`config.mk`:
```
export PLATFORM = sky130hd
export DESIGN_NAME = ysyx_25040111_axi_arbiter
export DESIGN_NICKNAME = d
export VERILOG_FILES = /design/src/rtl/ysyx_25040111_axi_arbiter_pkg.sv /design/src/rtl/ysyx_25040111_axi_arbiter_muxkey.sv /design/src/rtl/ysyx_25040111_axi_arbiter.sv
export SDC_FILE = /design/constraint.sdc
export NUM_CORES = 1
export LEC_CHECK = 0
export ABC_AREA = 1
export BUFFER_PORTS_ARGS = -buffer_cell sky130_fd_sc_hd__buf_2
export CAP_MARGIN = 20
export CORE_AREA = 4 4 173 175
export DETAILED_ROUTE_END_ITERATION = 8
export DIE_AREA = 0 0 177 179
export SLEW_MARGIN = 20
export SYNTH_ARGS = -nofsm -noshare
export SYNTH_HDL_FRONTEND = slang
export SYNTH_HIERARCHICAL = 1
export SYNTH_SLANG_ARGS = --single-unit
```
`constraint.sdc`:
```
create_clock -name clk -period 3.2 [get_ports clk]
set_clock_uncertainty 0.15 [all_clocks]
set_input_delay 0 -clock clk [delete_from_list [all_inputs] [get_ports clk]]
set_output_delay 0 -clock clk [all_outputs]
set_load 0.005 [all_outputs]
```
`src/rtl/ysyx_25040111_axi_arbiter_pkg.sv`:
```
// Shared types and constants for the IFU/LSU to io_master AXI arbiter.
package ysyx_25040111_axi_arbiter_pkg;

    typedef enum logic [1:0] {
        ST_IDLE   = 2'd0,
        ST_RD_IFU = 2'd1,
        ST_RD_LSU = 2'd2,
        ST_WR_LSU = 2'd3
    } arb_state_e;

    localparam logic [3:0] ID_IFU = 4'd0;
    localparam logic [3:0] ID_LSU = 4'd1;

    localparam logic [1:0] AXI_BURST_INCR  = 2'b01;
    localparam logic [1:0] AXI_RESP_OKAY   = 2'b00;
    localparam logic [1:0] AXI_RESP_SLVERR = 2'b10;

    // One-hot channel routing derived from the FSM state
    typedef struct packed {
        logic ifu_rd;
        logic lsu_rd;
        logic lsu_wr;
    } route_t;

endpackage

```
`src/rtl/ysyx_25040111_axi_arbiter_muxkey.sv`:
```
// Key-indexed lookup mux: lut holds NR_KEY {key, data} pairs, lowest pair in the low bits.
module ysyx_25040111_MuxKey #(
    parameter int NR_KEY   = 2,
    parameter int KEY_LEN  = 1,
    parameter int DATA_LEN = 1
) (
    output logic [DATA_LEN-1:0]                  out,
    input  logic [KEY_LEN-1:0]                   key,
    input  logic [DATA_LEN-1:0]                  default_out,
    input  logic [NR_KEY*(KEY_LEN+DATA_LEN)-1:0] lut
);

    localparam int PAIR_LEN = KEY_LEN + DATA_LEN;

    always_comb begin
        out = default_out;
        for (int i = 0; i < NR_KEY; i++) begin
            if (lut[i*PAIR_LEN+DATA_LEN +: KEY_LEN] == key) begin
                out = lut[i*PAIR_LEN +: DATA_LEN];
            end
        end
    end

endmodule

```
`src/rtl/ysyx_25040111_axi_arbiter.sv`:
```
// Two-master (IFU read, LSU read/write) to one-slave AXI4 arbiter; one transaction in flight,
// grant registered in IDLE, channels of the granted master forwarded combinationally.
module ysyx_25040111_axi_arbiter
    import ysyx_25040111_axi_arbiter_pkg::*;
(
    input  logic        clk,
    input  logic        rst,
    // IFU (m0)
    input  logic        m0_arvalid,
    output logic        m0_arready,
    input  logic [31:0] m0_araddr,
    input  logic [7:0]  m0_arlen,
    input  logic [2:0]  m0_arsize,
    input  logic [1:0]  m0_arburst,
    output logic        m0_rvalid,
    input  logic        m0_rready,
    output logic [31:0] m0_rdata,
    output logic [1:0]  m0_rresp,
    output logic        m0_rlast,
    // LSU (m1)
    input  logic        m1_arvalid,
    output logic        m1_arready,
    input  logic [31:0] m1_araddr,
    input  logic [7:0]  m1_arlen,
    input  logic [2:0]  m1_arsize,
    input  logic [1:0]  m1_arburst,
    output logic        m1_rvalid,
    input  logic        m1_rready,
    output logic [31:0] m1_rdata,
    output logic [1:0]  m1_rresp,
    output logic        m1_rlast,
    input  logic        m1_awvalid,
    output logic        m1_awready,
    input  logic [31:0] m1_awaddr,
    input  logic [7:0]  m1_awlen,
    input  logic [2:0]  m1_awsize,
    input  logic [1:0]  m1_awburst,
    input  logic        m1_wvalid,
    output logic        m1_wready,
    input  logic [31:0] m1_wdata,
    input  logic [3:0]  m1_wstrb,
    input  logic        m1_wlast,
    output logic        m1_bvalid,
    input  logic        m1_bready,
    output logic [1:0]  m1_bresp,
    // slave (io_master)
    output logic        s_arvalid,
    input  logic        s_arready,
    output logic [31:0] s_araddr,
    output logic [3:0]  s_arid,
    output logic [7:0]  s_arlen,
    output logic [2:0]  s_arsize,
    output logic [1:0]  s_arburst,
    input  logic        s_rvalid,
    output logic        s_rready,
    input  logic [31:0] s_rdata,
    input  logic [1:0]  s_rresp,
    input  logic        s_rlast,
    input  logic [3:0]  s_rid,
    output logic        s_awvalid,
    input  logic        s_awready,
    output logic [31:0] s_awaddr,
    output logic [3:0]  s_awid,
    output logic [7:0]  s_awlen,
    output logic [2:0]  s_awsize,
    output logic [1:0]  s_awburst,
    output logic        s_wvalid,
    input  logic        s_wready,
    output logic [31:0] s_wdata,
    output logic [3:0]  s_wstrb,
    output logic        s_wlast,
    input  logic        s_bvalid,
    output logic        s_bready,
    input  logic [1:0]  s_bresp,
    input  logic [3:0]  s_bid
);

    arb_state_e state_q, state_d;
    logic       last_lsu_q, last_lsu_d;
    logic       lsu_req;
    logic       r_done, b_done;
    logic [2:0] route_bits;
    route_t     route;

    assign lsu_req = m1_awvalid | m1_arvalid;
    assign r_done  = s_rvalid & s_rready & s_rlast;
    assign b_done  = s_bvalid & s_bready;

    // IFU wins unless the LSU is also asking and the IFU held the previous grant
    always_comb begin
        state_d    = state_q;
        last_lsu_d = last_lsu_q;
        case (state_q)
            ST_IDLE: begin
                if (m0_arvalid && (!lsu_req || last_lsu_q)) begin
                    state_d    = ST_RD_IFU;
                    last_lsu_d = 1'b0;
                end else if (m1_awvalid) begin
                    state_d    = ST_WR_LSU;
                    last_lsu_d = 1'b1;
                end else if (m1_arvalid) begin
                    state_d    = ST_RD_LSU;
                    last_lsu_d = 1'b1;
                end
            end
            ST_RD_IFU, ST_RD_LSU: if (r_done) state_d = ST_IDLE;
            ST_WR_LSU:            if (b_done) state_d = ST_IDLE;
            default:              state_d = ST_IDLE;
        endcase
    end

    always_ff @(posedge clk) begin
        if (rst) begin
            state_q    <= ST_IDLE;
            last_lsu_q <= 1'b1;
        end else begin
            state_q    <= state_d;
            last_lsu_q <= last_lsu_d;
        end
    end

    ysyx_25040111_MuxKey #(
        .NR_KEY  (3),
        .KEY_LEN (2),
        .DATA_LEN(3)
    ) u_route_mux (
        .out        (route_bits),
        .key        (state_q),
        .default_out(3'b000),
        .lut        ({ST_RD_IFU, 3'b100, ST_RD_LSU, 3'b010, ST_WR_LSU, 3'b001})
    );
    assign route = route_t'(route_bits);

    // AR / R
    assign s_arvalid  = (route.ifu_rd & m0_arvalid) | (route.lsu_rd & m1_arvalid);
    assign s_araddr   = route.lsu_rd ? m1_araddr  : m0_araddr;
    assign s_arlen    = route.lsu_rd ? m1_arlen   : m0_arlen;
    assign s_arsize   = route.lsu_rd ? m1_arsize  : m0_arsize;
    assign s_arburst  = route.lsu_rd ? m1_arburst : m0_arburst;
    assign s_arid     = route.lsu_rd ? ID_LSU     : ID_IFU;
    assign s_rready   = (route.ifu_rd & m0_rready) | (route.lsu_rd & m1_rready);

    assign m0_arready = route.ifu_rd & s_arready;
    assign m0_rvalid  = route.ifu_rd & s_rvalid;
    assign m0_rdata   = s_rdata;
    assign m0_rresp   = s_rresp;
    assign m0_rlast   = s_rlast;

    assign m1_arready = route.lsu_rd & s_arready;
    assign m1_rvalid  = route.lsu_rd & s_rvalid;
    assign m1_rdata   = s_rdata;
    assign m1_rresp   = s_rresp;
    assign m1_rlast   = s_rlast;

    // AW / W / B: only the LSU writes
    assign s_awvalid  = route.lsu_wr & m1_awvalid;
    assign s_awaddr   = m1_awaddr;
    assign s_awlen    = m1_awlen;
    assign s_awsize   = m1_awsize;
    assign s_awburst  = m1_awburst;
    assign s_awid     = ID_LSU;
    assign s_wvalid   = route.lsu_wr & m1_wvalid;
    assign s_wdata    = m1_wdata;
    assign s_wstrb    = m1_wstrb;
    assign s_wlast    = m1_wlast;
    assign s_bready   = route.lsu_wr & m1_bready;

    assign m1_awready = route.lsu_wr & s_awready;
    assign m1_wready  = route.lsu_wr & s_wready;
    assign m1_bvalid  = route.lsu_wr & s_bvalid;
    assign m1_bresp   = s_bresp;

    // Responses are steered by state, so a wrong slave ID is flagged but not acted on
    always_ff @(posedge clk) begin
        if (!rst && route.ifu_rd && s_rvalid) assert (s_rid == ID_IFU);
        if (!rst && route.lsu_rd && s_rvalid) assert (s_rid == ID_LSU);
        if (!rst && route.lsu_wr && s_bvalid) assert (s_bid == ID_LSU);
    end

endmodule

```
==> impl_table.tex <==
\begin{tabular}{lr}
\hline
Metric & Value \\
\hline
\multicolumn{2}{l}{\textbf{Outcome}} \\
\quad Outcome & finished, final reports clean \\
\multicolumn{2}{l}{\textbf{Floorplan}} \\
\quad Floorplan core area & between 0.02 and 0.03 mm\^{}2 \\
\quad DIE WIDTH & 177 um \\
\quad Std-Cell Rows & slightly above 60 \\
\quad I/O Pins & 450 \\
\quad Die extent in y & approximately 180 um \\
\quad Die area & 0.0317 mm\^{}2 \\
\quad Initial Utilization & approximately 8.2\% \\
\multicolumn{2}{l}{\textbf{Synthesis}} \\
\quad Mean area per synthesized cell & approximately 5.6 um\^{}2 \\
\quad Post-synth EDFFs & 0 \\
\quad Most instantiated cells after synthesis & nand2\_1 (182), buf\_4 (162), inv\_1 (25) \\
\quad Main combinational cell family by area after synthesis & buffers and inverters \\
\quad Post-synthesis instance area & 0.00234 mm\^{}2 \\
\quad Cell accounting for the most synthesized area & buf\_4 \\
\quad Warnings, synthesis & 6 \\
\quad Flip-flop cell with the highest count after synthesis & dfxtp\_1 \\
\quad Count leader, synth & nand2\_1 \\
\quad Post-synthesis adder-cell area fraction & under 10\% \\
\quad Number of different library cells in the post-synthesis netlist & 19 \\
\quad Fraction of synthesized cell area taken by the top area cell type & between 50 and 60\% \\
\quad Fraction of the mapped netlist area in simple logic gates & 34.9\% \\
\quad Area share of xor/xnor cells in the synthesized design & less than 1\% \\
\quad Post-synth ARST share & 0\% \\
\quad Share of the synthesized area in compound gates (AO/OA/AOI/OAI) & under 10\% \\
\quad \#FFs+latches synth & 3 \\
\quad Top cells by area in the synthesized netlist & buf\_4 (52\%), nand2\_1 (29\%), inv\_1 (4.0\%), dfxtp\_1 (2.6\%), nand2\_2 (2.4\%) \\
\quad Post-synthesis cell count & 420 \\
\quad Portion of netlist area occupied by mux cells & 0\% \\
\quad Seq/Total Area, Yosys & $\sim$2.6\% \\
\multicolumn{2}{l}{\textbf{Worst setup path}} \\
\quad CP startpoint kind & flop \\
\quad Highest-delay cell along the critical path & dfxtp\_1 \\
\quad CP endpoint kind & output port \\
\quad Maximum cell stage delay along the critical path & between 0.4 and 0.5 ns \\
\quad Number of cells on the worst reg-to-reg path & 15 \\
\quad Required arrival time at the worst endpoint & 3.05 ns \\
\quad Top cell family by delay on the critical path & buffers and inverters \\
\quad Kind of critical path & flop to output port \\
\quad Arrival time at the worst endpoint & about 2.4 ns \\
\quad Total stage count of the critical path & 12 \\
\quad Most frequent cell on the critical path & nand2\_1 \\
\quad Cell-by-cell listing of the critical path & inv\_1 > nand2\_1 > nand2\_2 > nand2\_2 > nand3\_1 > nand2\_1 > nand2\_2 > inv\_2 > buf\_4 > nand2\_1 > nand2\_1 > buf\_2 \\
\quad Crit path buf inv count & 4 \\
\quad Critical Path Fanout Max & 24 \\
\multicolumn{2}{l}{\textbf{Cells and area}} \\
\quad Final layout net count & 800 \\
\quad Synthesis-to-layout area growth & 61.8\% \\
\quad Layout cells sized above 1 & between 30\% and 40\% \\
\quad Register Area & between 60 and 70 um\^{}2 \\
\quad Multi-input gate area & slightly above 0.001 mm\^{}2 \\
\quad Number of filler instances in the final layout & between 3000 and 4000 \\
\multicolumn{2}{l}{\textbf{Clock network}} \\
\quad Count of cells resized by post-cts repair & 0 \\
\quad Clock tree from TritonCTS & built \\
\quad Clk Latency, worst-skew pair & around 0.22 ns \\
\quad Number of buffers inserted to repair setup after CTS & 0 \\
\quad Clock tree root driver cell & clkbuf\_16 \\
\quad Hold-fix buffer count after cts & 120 \\
\quad H-Tree Level Count & 1 \\
\quad Clk sinks & 3 \\
\quad Maximum root-to-sink buffer count & 2 \\
\quad Clk slew on worst S/H paths & 0.03 ns \\
\quad Number of buffers created by CTS & 3 \\
\multicolumn{2}{l}{\textbf{Timing}} \\
\quad Slew at the pin closest to its max-slew limit & 0.566 ns \\
\quad Final Worst Setup Slack & 0.685 ns \\
\quad Slew headroom & 62.3\% \\
\quad Final hold viol count & 0 \\
\quad Minimum clock period & 2.52 ns \\
\quad WHS & approximately 0.037 ns \\
\quad Fin. max-slew vios & 0 \\
\quad Sum of negative setup slack & 0 ns \\
\quad Setup repair after global routing missed its margin & false \\
\quad Max Clk Rate & approximately 400 MHz \\
\quad Post-route clock period utilization & around 80\% \\
\quad Endpoints failing setup & 0 \\
\multicolumn{2}{l}{\textbf{Global route}} \\
\quad Number of antenna violations at the first check in global routing & 2 \\
\quad Via count of the first global-routing pass & around 2600 \\
\quad Largest net degree at the start of global routing & 48 \\
\quad Global-route total usage across every layer & around 6.0\% \\
\quad Residual overflow from global routing & 0 \\
\quad Wire length of the first global-routing pass & 14.6 mm \\
\multicolumn{2}{l}{\textbf{Power}} \\
\quad Static power due to leakage & roughly 2.1 nW \\
\quad Worst ir drop on vdd & 316 uV \\
\quad Cell area power density & between 500 and 600 mW/mm\^{}2 \\
\quad Overall power & 0.00216 W \\
\multicolumn{2}{l}{\textbf{Routing}} \\
\quad Total via count in the routed design & roughly 2800 \\
\quad Total DRC errors in the routed layout & 0 \\
\quad Antenna violation net count after detailed routing & 0 \\
\quad Detailed-routing iteration count for the pre-antenna-repair pass & 4 \\
\quad Routed length per placed instance & between 10 and 15 um \\
\quad Vias per cell & between 2 and 3 \\
\quad Total wire length & between 10 and 15 mm \\
\quad Violation count after the first detailed-routing iteration & 86 \\
\multicolumn{2}{l}{\textbf{Run}} \\
\quad Max-capacitance violation count & 0 \\
\multicolumn{2}{l}{\textbf{Placement}} \\
\quad Port Buffers & about 160 \\
\quad Setup slack after placement & roughly 0.86 ns \\
\quad GPL Wtd Cong & $\sim$0.67 \\
\quad Detailed placer's ending HPWL & roughly 8.4 mm \\
\multicolumn{2}{l}{\textbf{Min path}} \\
\quad Count of cells along the worst hold path & 6 \\
\quad Class of the tightest hold or removal check & primary input to flop \\
\hline
\end{tabular}
==> metrics by stage <==
stage	instances	util (%)	area [um^2]
floorplan	447	-	2440
global placement	826	8.80	2500
detailed placement	826	8.80	2500
CTS	950	13.3	3780
global route	952	13.3	3790
finish	953	13.3	3790
==> flip-flops by register name, indices dropped and copies added, names as in the netlist <==
name        cells
state_q         2
last_lsu_q      1
==> path summary, 6_finish.rpt <==
path                                  from         end  slack, ns
worst max-delay path            state_q[0]  s_arlen[4]       0.68
worst max register to register  state_q[0]  state_q[0]       1.20
worst min register to register  last_lsu_q  last_lsu_q       0.36
worst min-delay path            m0_arvalid  state_q[1]       0.04
==> layout make-up <==
type / count / area share [%]
Clock buffer: 4 / 2.08
Timing Repair Buffer: 286 / 53.7
Tap cell: 384 / 12.7
Antenna cell: 3 / 0.198
Sequential cell: 3 / 1.58
Multi-Input combinational cell: 245 / 27.0
Inverter: 28 / 2.77
==> layer usage <==
metal  part of all wire, %  routed length, um  vias to the layer above  track usage, %
met1                    34               4060                     1160            6.07
met4                   3.2                380                        0            2.61
li1                      -                  -                     1350               -
met3                    10               1220                       12            1.31
met5                     0                  0                        -               0
met2                    53               6280                      234            11.7
==> worst register-to-register path, cell delays in order, from the launching register on <==
cell and delay, ns:
dfxtp_1 0.46, inv_1 0.09, nand2_1 0.08, nand2_2 0.08
nand3b_1 0.09, nand2_1 0.05, inv_1 0.05, nand2_1 0.05
nand2_1 0.18, nand2_1 0.11, nand2_2 0.08, nand2_2 0.06
a21oi_4 0.16, nand3_1 0.09, nand2_1 0.06, nor2_1 0.04
==> placed cells by master (no fill, tap or decap) <==
master,instances
a21oi_2,1
inv_2,3
inv_1,25
clkbuf_1,1
nand2_1,181
clkbuf_16,3
conb_1,29
ha_1,2
dfxtp_1,3
xnor2_1,2
diode_2,3
o21ai_2,1
buf_4,2
nor2_1,3
nand2_2,10
a21oi_4,1
o31ai_1,1
buf_2,164
dlygate4sd3_1,120
nand3b_1,3
a21oi_1,2
nand3_1,9
==> kinds of logic (layout without fill, tap and decap cells) <==
kind of cell               count (synthesis)  count (layout)
adders and majority gates                  2               2
xor gates and xnor gates                   2               2
AOI/OAI and AO/OA                          6               6
other                                      2              32
and+or+nand+nor                          206             206
DFF                                        3               3
buffers and inverters                    199             318
==> report_power, final <==
| group | internal [W] | switching [W] | total [W] | leakage, nW |
|---|---|---|---|---|
| sequential | 0.0000554 | 0.0000320 | 0.0000874 | 0.0249 |
| clock | 0.000164 | 0.0000326 | 0.000197 | 0.0382 |
| combinational | 0.000756 | 0.00112 | 0.00188 | 2.06 |
| total | 0.000976 | 0.00119 | 0.00216 | 2.12 |
Power figures use the tool's default switching activity.
